## src/rtl/otter_lsu_split.sv

```systemverilog
// OTTER port-2 load/store initiator: word-only memory accesses, split/RMW.
// Optional LSU_ALIGN_TRAP_EN turns misaligned half/word accesses into errors.
module otter_lsu_split #(
  parameter logic [31:0] IO_BASE = 32'h11000000
) (
  input  logic        CLK,
  input  logic        RST,
  input  logic        REQ_VALID,
  output logic        REQ_READY,
  input  logic        REQ_WE,
  input  logic [31:0] REQ_ADDR,
  input  logic [1:0]  REQ_SIZE,
  input  logic        REQ_SIGN,
  input  logic [31:0] REQ_WDATA,
  output logic        RSP_VALID,
  output logic [31:0] RSP_RDATA,
  output logic        RSP_ERR,
  output logic [31:0] MEM_ADDR2,
  output logic [31:0] MEM_DIN2,
  output logic        MEM_READ2,
  output logic        MEM_WRITE2,
  output logic [1:0]  MEM_SIZE,
  output logic        MEM_SIGN,
  input  logic [31:0] MEM_DOUT2
);

  typedef enum logic [2:0] {
    IDLE, RD0, CAP0, RD1, CAP1, WR0, WR1, DONE
  } state_t;

  state_t state, nxt;

  logic        we_q;
  logic [31:0] addr_q;
  logic [1:0]  size_q;
  logic        sign_q;
  logic [31:0] wdata_q;
  logic        err_q;
  logic [31:0] w0, w1;

  function automatic logic [3:0] nmask(input logic [1:0] size);
    unique case (size)
      2'd0:    return 4'b0001;
      2'd1:    return 4'b0011;
      default: return 4'b1111;
    endcase
  endfunction

  function automatic logic spans(input logic [1:0] off,
                                 input logic [1:0] size);
    logic [2:0] nb;
    nb = (size == 2'd0) ? 3'd1 : (size == 2'd1) ? 3'd2 : 3'd4;
    return ({1'b0, off} + nb) > 3'd4;
  endfunction

  function automatic logic bad(input logic [31:0] addr,
                               input logic [1:0]  size);
    logic        mmio;
    logic        mis;
    logic [31:0] w1a;
    mmio = addr >= IO_BASE;
    w1a  = {addr[31:2], 2'b00} + 32'd4;
`ifdef LSU_ALIGN_TRAP_EN
    mis  = (size == 2'd1 && addr[0]) ||
           (size == 2'd2 && addr[1:0] != 2'd0);
`else
    mis  = 1'b0;
`endif
    return (size == 2'd3) || mis ||
           (mmio && (size != 2'd2 || addr[1:0] != 2'd0)) ||
           (!mmio && spans(addr[1:0], size) && w1a >= IO_BASE);
  endfunction

  logic [1:0]  off_q;
  logic        span_q;
  logic [31:0] w0a, w1a;
  logic [63:0] shifted, wide, merged;
  logic [7:0]  bm8;
  logic [31:0] ldata;

  assign off_q  = addr_q[1:0];
  assign span_q = spans(off_q, size_q);
  assign w0a    = {addr_q[31:2], 2'b00};
  assign w1a    = w0a + 32'd4;

  always_comb begin
    shifted = {w1, w0} >> {off_q, 3'b000};
    wide    = {32'd0, wdata_q} << {off_q, 3'b000};
    bm8     = {4'd0, nmask(size_q)} << off_q;
    merged  = {w1, w0};
    for (int i = 0; i < 8; i++)
      if (bm8[i]) merged[8*i +: 8] = wide[8*i +: 8];
    unique case (size_q)
      2'd0: ldata = sign_q ? {24'd0, shifted[7:0]}
                           : {{24{shifted[7]}}, shifted[7:0]};
      2'd1: ldata = sign_q ? {16'd0, shifted[15:0]}
                           : {{16{shifted[15]}}, shifted[15:0]};
      default: ldata = shifted[31:0];
    endcase
  end

  always_ff @(posedge CLK) begin
    if (RST) begin
      state   <= IDLE;
      we_q    <= 1'b0;
      addr_q  <= '0;
      size_q  <= '0;
      sign_q  <= 1'b0;
      wdata_q <= '0;
      err_q   <= 1'b0;
      w0      <= '0;
      w1      <= '0;
    end else begin
      state <= nxt;
      if (state == IDLE && REQ_VALID) begin
        we_q    <= REQ_WE;
        addr_q  <= REQ_ADDR;
        size_q  <= REQ_SIZE;
        sign_q  <= REQ_SIGN;
        wdata_q <= REQ_WDATA;
        err_q   <= bad(REQ_ADDR, REQ_SIZE);
      end
      if (state == CAP0) w0 <= MEM_DOUT2;
      // Spanning stores skip CAP1: the w1 read data is taken during WR0.
      if (state == CAP1 || (state == WR0 && span_q))
        w1 <= MEM_DOUT2;
    end
  end

  always_comb begin
    nxt = state;
    unique case (state)
      IDLE: if (REQ_VALID) begin
        if (bad(REQ_ADDR, REQ_SIZE))
          nxt = DONE;
        else if (REQ_WE && REQ_SIZE == 2'd2 && REQ_ADDR[1:0] == 2'd0)
          nxt = WR0;
        else
          nxt = RD0;
      end
      RD0:  nxt = CAP0;
      CAP0: nxt = span_q ? RD1 : (we_q ? WR0 : DONE);
      RD1:  nxt = we_q ? WR0 : CAP1;
      CAP1: nxt = DONE;
      WR0:  nxt = span_q ? WR1 : DONE;
      WR1:  nxt = DONE;
      DONE: nxt = IDLE;
    endcase
  end

  always_comb begin
    REQ_READY  = 1'b0;
    RSP_VALID  = 1'b0;
    RSP_RDATA  = '0;
    RSP_ERR    = 1'b0;
    MEM_ADDR2  = '0;
    MEM_DIN2   = '0;
    MEM_READ2  = 1'b0;
    MEM_WRITE2 = 1'b0;
    MEM_SIZE   = RST ? 2'd0 : 2'd2;
    MEM_SIGN   = 1'b0;
    if (!RST) begin
      unique case (state)
        IDLE: REQ_READY = 1'b1;
        RD0: begin
          MEM_ADDR2 = w0a;
          MEM_READ2 = 1'b1;
        end
        CAP0: MEM_ADDR2 = w0a;
        RD1: begin
          MEM_ADDR2 = w1a;
          MEM_READ2 = 1'b1;
        end
        CAP1: MEM_ADDR2 = w1a;
        WR0: begin
          MEM_ADDR2  = w0a;
          MEM_DIN2   = merged[31:0];
          MEM_WRITE2 = 1'b1;
        end
        WR1: begin
          MEM_ADDR2  = w1a;
          MEM_DIN2   = merged[63:32];
          MEM_WRITE2 = 1'b1;
        end
        DONE: begin
          RSP_VALID = 1'b1;
          RSP_ERR   = err_q;
          RSP_RDATA = (err_q || we_q) ? 32'd0 : ldata;
        end
      endcase
    end
  end

endmodule

```

## config.mk

```make
export PLATFORM = sky130hd
export DESIGN_NAME = otter_lsu_split
export DESIGN_NICKNAME = d
export VERILOG_FILES = /design/src/rtl/otter_lsu_split.sv
export SDC_FILE = /design/constraint.sdc
export NUM_CORES = 1
export LEC_CHECK = 0
export BUFFER_PORTS_ARGS = -buffer_cell sky130_fd_sc_hd__buf_2
export CAP_MARGIN = 5
export CELL_PAD_IN_SITES_DETAIL_PLACEMENT = 1
export CELL_PAD_IN_SITES_GLOBAL_PLACEMENT = 1
export CORE_ASPECT_RATIO = 1.2
export CORE_UTILIZATION = 39
export DETAILED_ROUTE_END_ITERATION = 12
export GPL_ROUTABILITY_DRIVEN = 0
export PLACE_DENSITY = 0.81
export SYNTH_ARGS = -nofsm -noshare
export SYNTH_HDL_FRONTEND = slang
export SYNTH_SLANG_ARGS = --single-unit
```

## constraint.sdc

```tcl
create_clock -name CLK -period 3.4 [get_ports CLK]
set_clock_uncertainty 0.1 [all_clocks]
set_input_delay 0.51 -clock CLK [delete_from_list [all_inputs] [get_ports CLK]]
set_output_delay 0.51 -clock CLK [all_outputs]
set_load 0.03 [all_outputs]
```

==> results.md <==
- # Max-Cap Violations: 0
- CTS clock-pin slew for the worst setup and hold paths: 0.06 ns
- First-pass GRT wire length: 51900 microns
- Worst rel slew slack: 0.404
- Die area: 22800 sq um
- Sw Share: 0.395
- Synth cell types: 61
- Post-detailed-route count of antenna-violating nets: 0
- Final Max Slew Viols: 0
- RSZ-0062 raised after global routing: no
- Synth Area in Adders: 0.00896
- Worst setup startpoint: addr_q[9]
- Syn Area/Cell: 7.04 sq um
- Number of antenna violations at the first check in global routing: 2
- Final period util: 0.968
- Peak supply drop: 0.358 mV
- Cts bufs inserted: 17
- Largest cells by area after synthesis: dfxtp_1, nand2_1, a21oi_1
- # IOs: 207
- Post-synthesis compound-gate area fraction: 0.247
- Fillers: 2846
- Leakage: 0.00397 uW
- Status: complete, no violations
- Cell accounting for the most synthesized area: dfxtp_1
- Synth top area share: 0.315
- Post-CTS Hold Buffers: 0
- Drt first pass iters: 5
- RR Endpoint: w1[11]
- Detailed Route WL: 34500 microns
- Crit path launch type: register
- Die H: 165 microns
- Predominant post-synthesis flop cell: dfxtp_1
- Sequential Area: 2730 sq um
- IO buf count: 202
- CP max FO: 9
- Synth Area in Simple Gates: 0.262
- Synthesized area: 8660 sq um
- Number of global-route vias before repair: 9576
- Crit path kind: reg2out
- CP max-delay cell: dfxtp_1
- Sequential share of power: 0.375
- CTS tree: done
- Logic gate share of total power: 0.304
- Post-synth EDFFs: 0
- Routed vias/inst: 5.87
- Power Density: 539 nW/um^2
- Main combinational cell family by area after synthesis: simple AND/OR/NAND/NOR gates
- Largest net degree at the start of global routing: 79
- Bufs and invs on worst path: 1
- Final #Nets: 1492
- Pint: 3400 uW
- Starting density of the core: 0.399
- # clock sinks: 136
- Crit path capture type: primary output
- Min Tclk post-route: 3.29 ns
- Clock Tree Buf Depth: 2
- Core area: 21700 sq um
- Endpoints failing setup: 0
- CP Cell Sequence: nand4_4 > nor4_4 > nand3_1 > or2_2 > o31ai_1 > buf_2
- Util after Layout: 0.480
- Multi-input gate area: 5470 sq um
- Count leader, synth: nand2_1
- Skew-Pair Late Insertion Delay: 0.42 ns
- Async set-or-reset flop fraction in the synthesized netlist: 0
- Internal reg-to-reg setup slack: 0.44 ns
- Post-synthesis register bit count: 136
- GR Util All Layers: 0.301
- Total negative setup slack: 0 ns
- Total gr overflow: 0
- Syn. warnings: 0
- Clk Tree Root Cell: clkbuf_16
- Detailed Place HPWL: 25500 microns
- Chip Width: 138 microns
- H-tree depth: 4
- Mux cell area share after synthesis: 0.108
- Worst Path Required: 2.79 ns
- Layout cell share with drive strength beyond 1: 0.230
- Post-route DRC: 0
- Post-synthesis sequential area ratio: 0.315
- Switch Pwr: 2220 uW
- Crit path DAT: 2.68 ns
- DR vias: 9829
- Slew @ Worst Pin: 0.893 ns
- Hold crit path type: in2reg
- Std cell rows: 59
- Area grow syn2layout: 20.5%
- Final-report hold violation count: 0
- Hold_ws: 0.226 ns
- Synth Area in XOR/XNOR: 0.00202
- Achievable clock frequency: 0.304 GHz
- CP max stage delay: 0.52 ns
- Critical Path End: MEM_ADDR2[30]
- Synth Instances: 1230
- CP Depth: 6
- DRT iter0 DRCs: 531
- Most frequent cells after synthesis: nand2_1, a21oi_1, dfxtp_1, mux2i_1, clkbuf_1
- R2R cell count: 12
- RR Startpoint: size_q[0]
- WL per Instance: 20.6 microns
- Clk pwr share: 0.322
- Top delay family on crit path: simple AND/OR/NAND/NOR gates
## power groups by stage
stage               sequential [uW]  clock, uW  combinational, uW
detailed placement             2130          0               1680
finish                         2100       1810               1710
global placement               2110          0               1630
floorplan                      1960          0               1210
global route                   2120       1890               1860
CTS                            2090       1830               1690
## state kept, by name (all words and copies together), names as in the netlist
| register | cells |
|---|---|
| we_q | 1 |
| w1 | 32 |
| sign_q | 1 |
| addr_q | 32 |
| err_q | 1 |
| size_q | 2 |
| state | 3 |
| w0 | 32 |
| wdata_q | 32 |
## layer usage
metal	wire length, microns	GRT usage
met3	2110	0.0675
met5	0	0
met4	1900	0.169
met1	13200	0.332
met2	17300	0.528
## metrics by stage
stage	setup slack (ns)	power, uW	area [sq um]	cells
floorplan	0.249	3170	8670	1233
finish	0.109	5620	10400	1674
global placement	0.546	3750	9840	1638
detailed placement	0.418	3800	9840	1638
CTS	0.0235	5620	10400	1670
global route	0.00342	5870	10400	1671
## cells in the final DEF, fill, tap and decap left out, types with 12 or more instances in the layout
cell / count
buf_4: 31
a21oi_1: 198
o22ai_1: 16
inv_1: 13
o21ai_0: 62
clkbuf_16: 17
o211ai_1: 27
nor2_1: 58
or2_2: 12
mux2i_1: 75
a211oi_1: 12
mux2_2: 16
dfxtp_1: 133
nand4_1: 14
buf_2: 201
nand2_1: 343
nand3_1: 15
## cell families after synthesis
kind of cell	Yosys count
XOR/XNOR	2
other	1
buffers and inverters	114
multiplexers	91
AND/OR/NAND/NOR	510
adder cells (fa/ha/maj)	5
AO/OA/AOI/OAI	371
flip-flops	136
## worst min-delay path by stage
stage	start	to	slack, ns	depth (start not counted)
floorplan	w1[24]	w1[24]	0.34	2
global placement	w1[29]	w1[29]	0.34	2
detailed placement	w1[28]	w1[28]	0.36	2
CTS	REQ_WDATA[20]	wdata_q[20]	0.21	3
global route	REQ_WDATA[13]	wdata_q[13]	0.22	3
finish	REQ_WDATA[31]	wdata_q[31]	0.23	3
## cell type report
type                    count  area share
diodes                      3    0.000720
clock buffers              19      0.0425
clock inverters            13      0.0116
inverters                  13     0.00468
multi-input cells         983       0.525
flip-flops and latches    136       0.262
well taps                 274      0.0329
repair buffers            233       0.121
## what timing repair did
item | 4_1_cts | 5_1_grt
hold endpoints to repair | 0 | 0
setup endpoints to repair | 5 | 33
gates cloned | 0 | 0
pin swaps | 0 | 1
resized for setup | 1 | 4
setup buffers | 0 | 1
## worst min-delay path, stage by stage
cell and delay, ns:
buf_2 0.10, nand2_1 0.04, a21oi_1 0.05
Power figures use the tool's default switching activity.
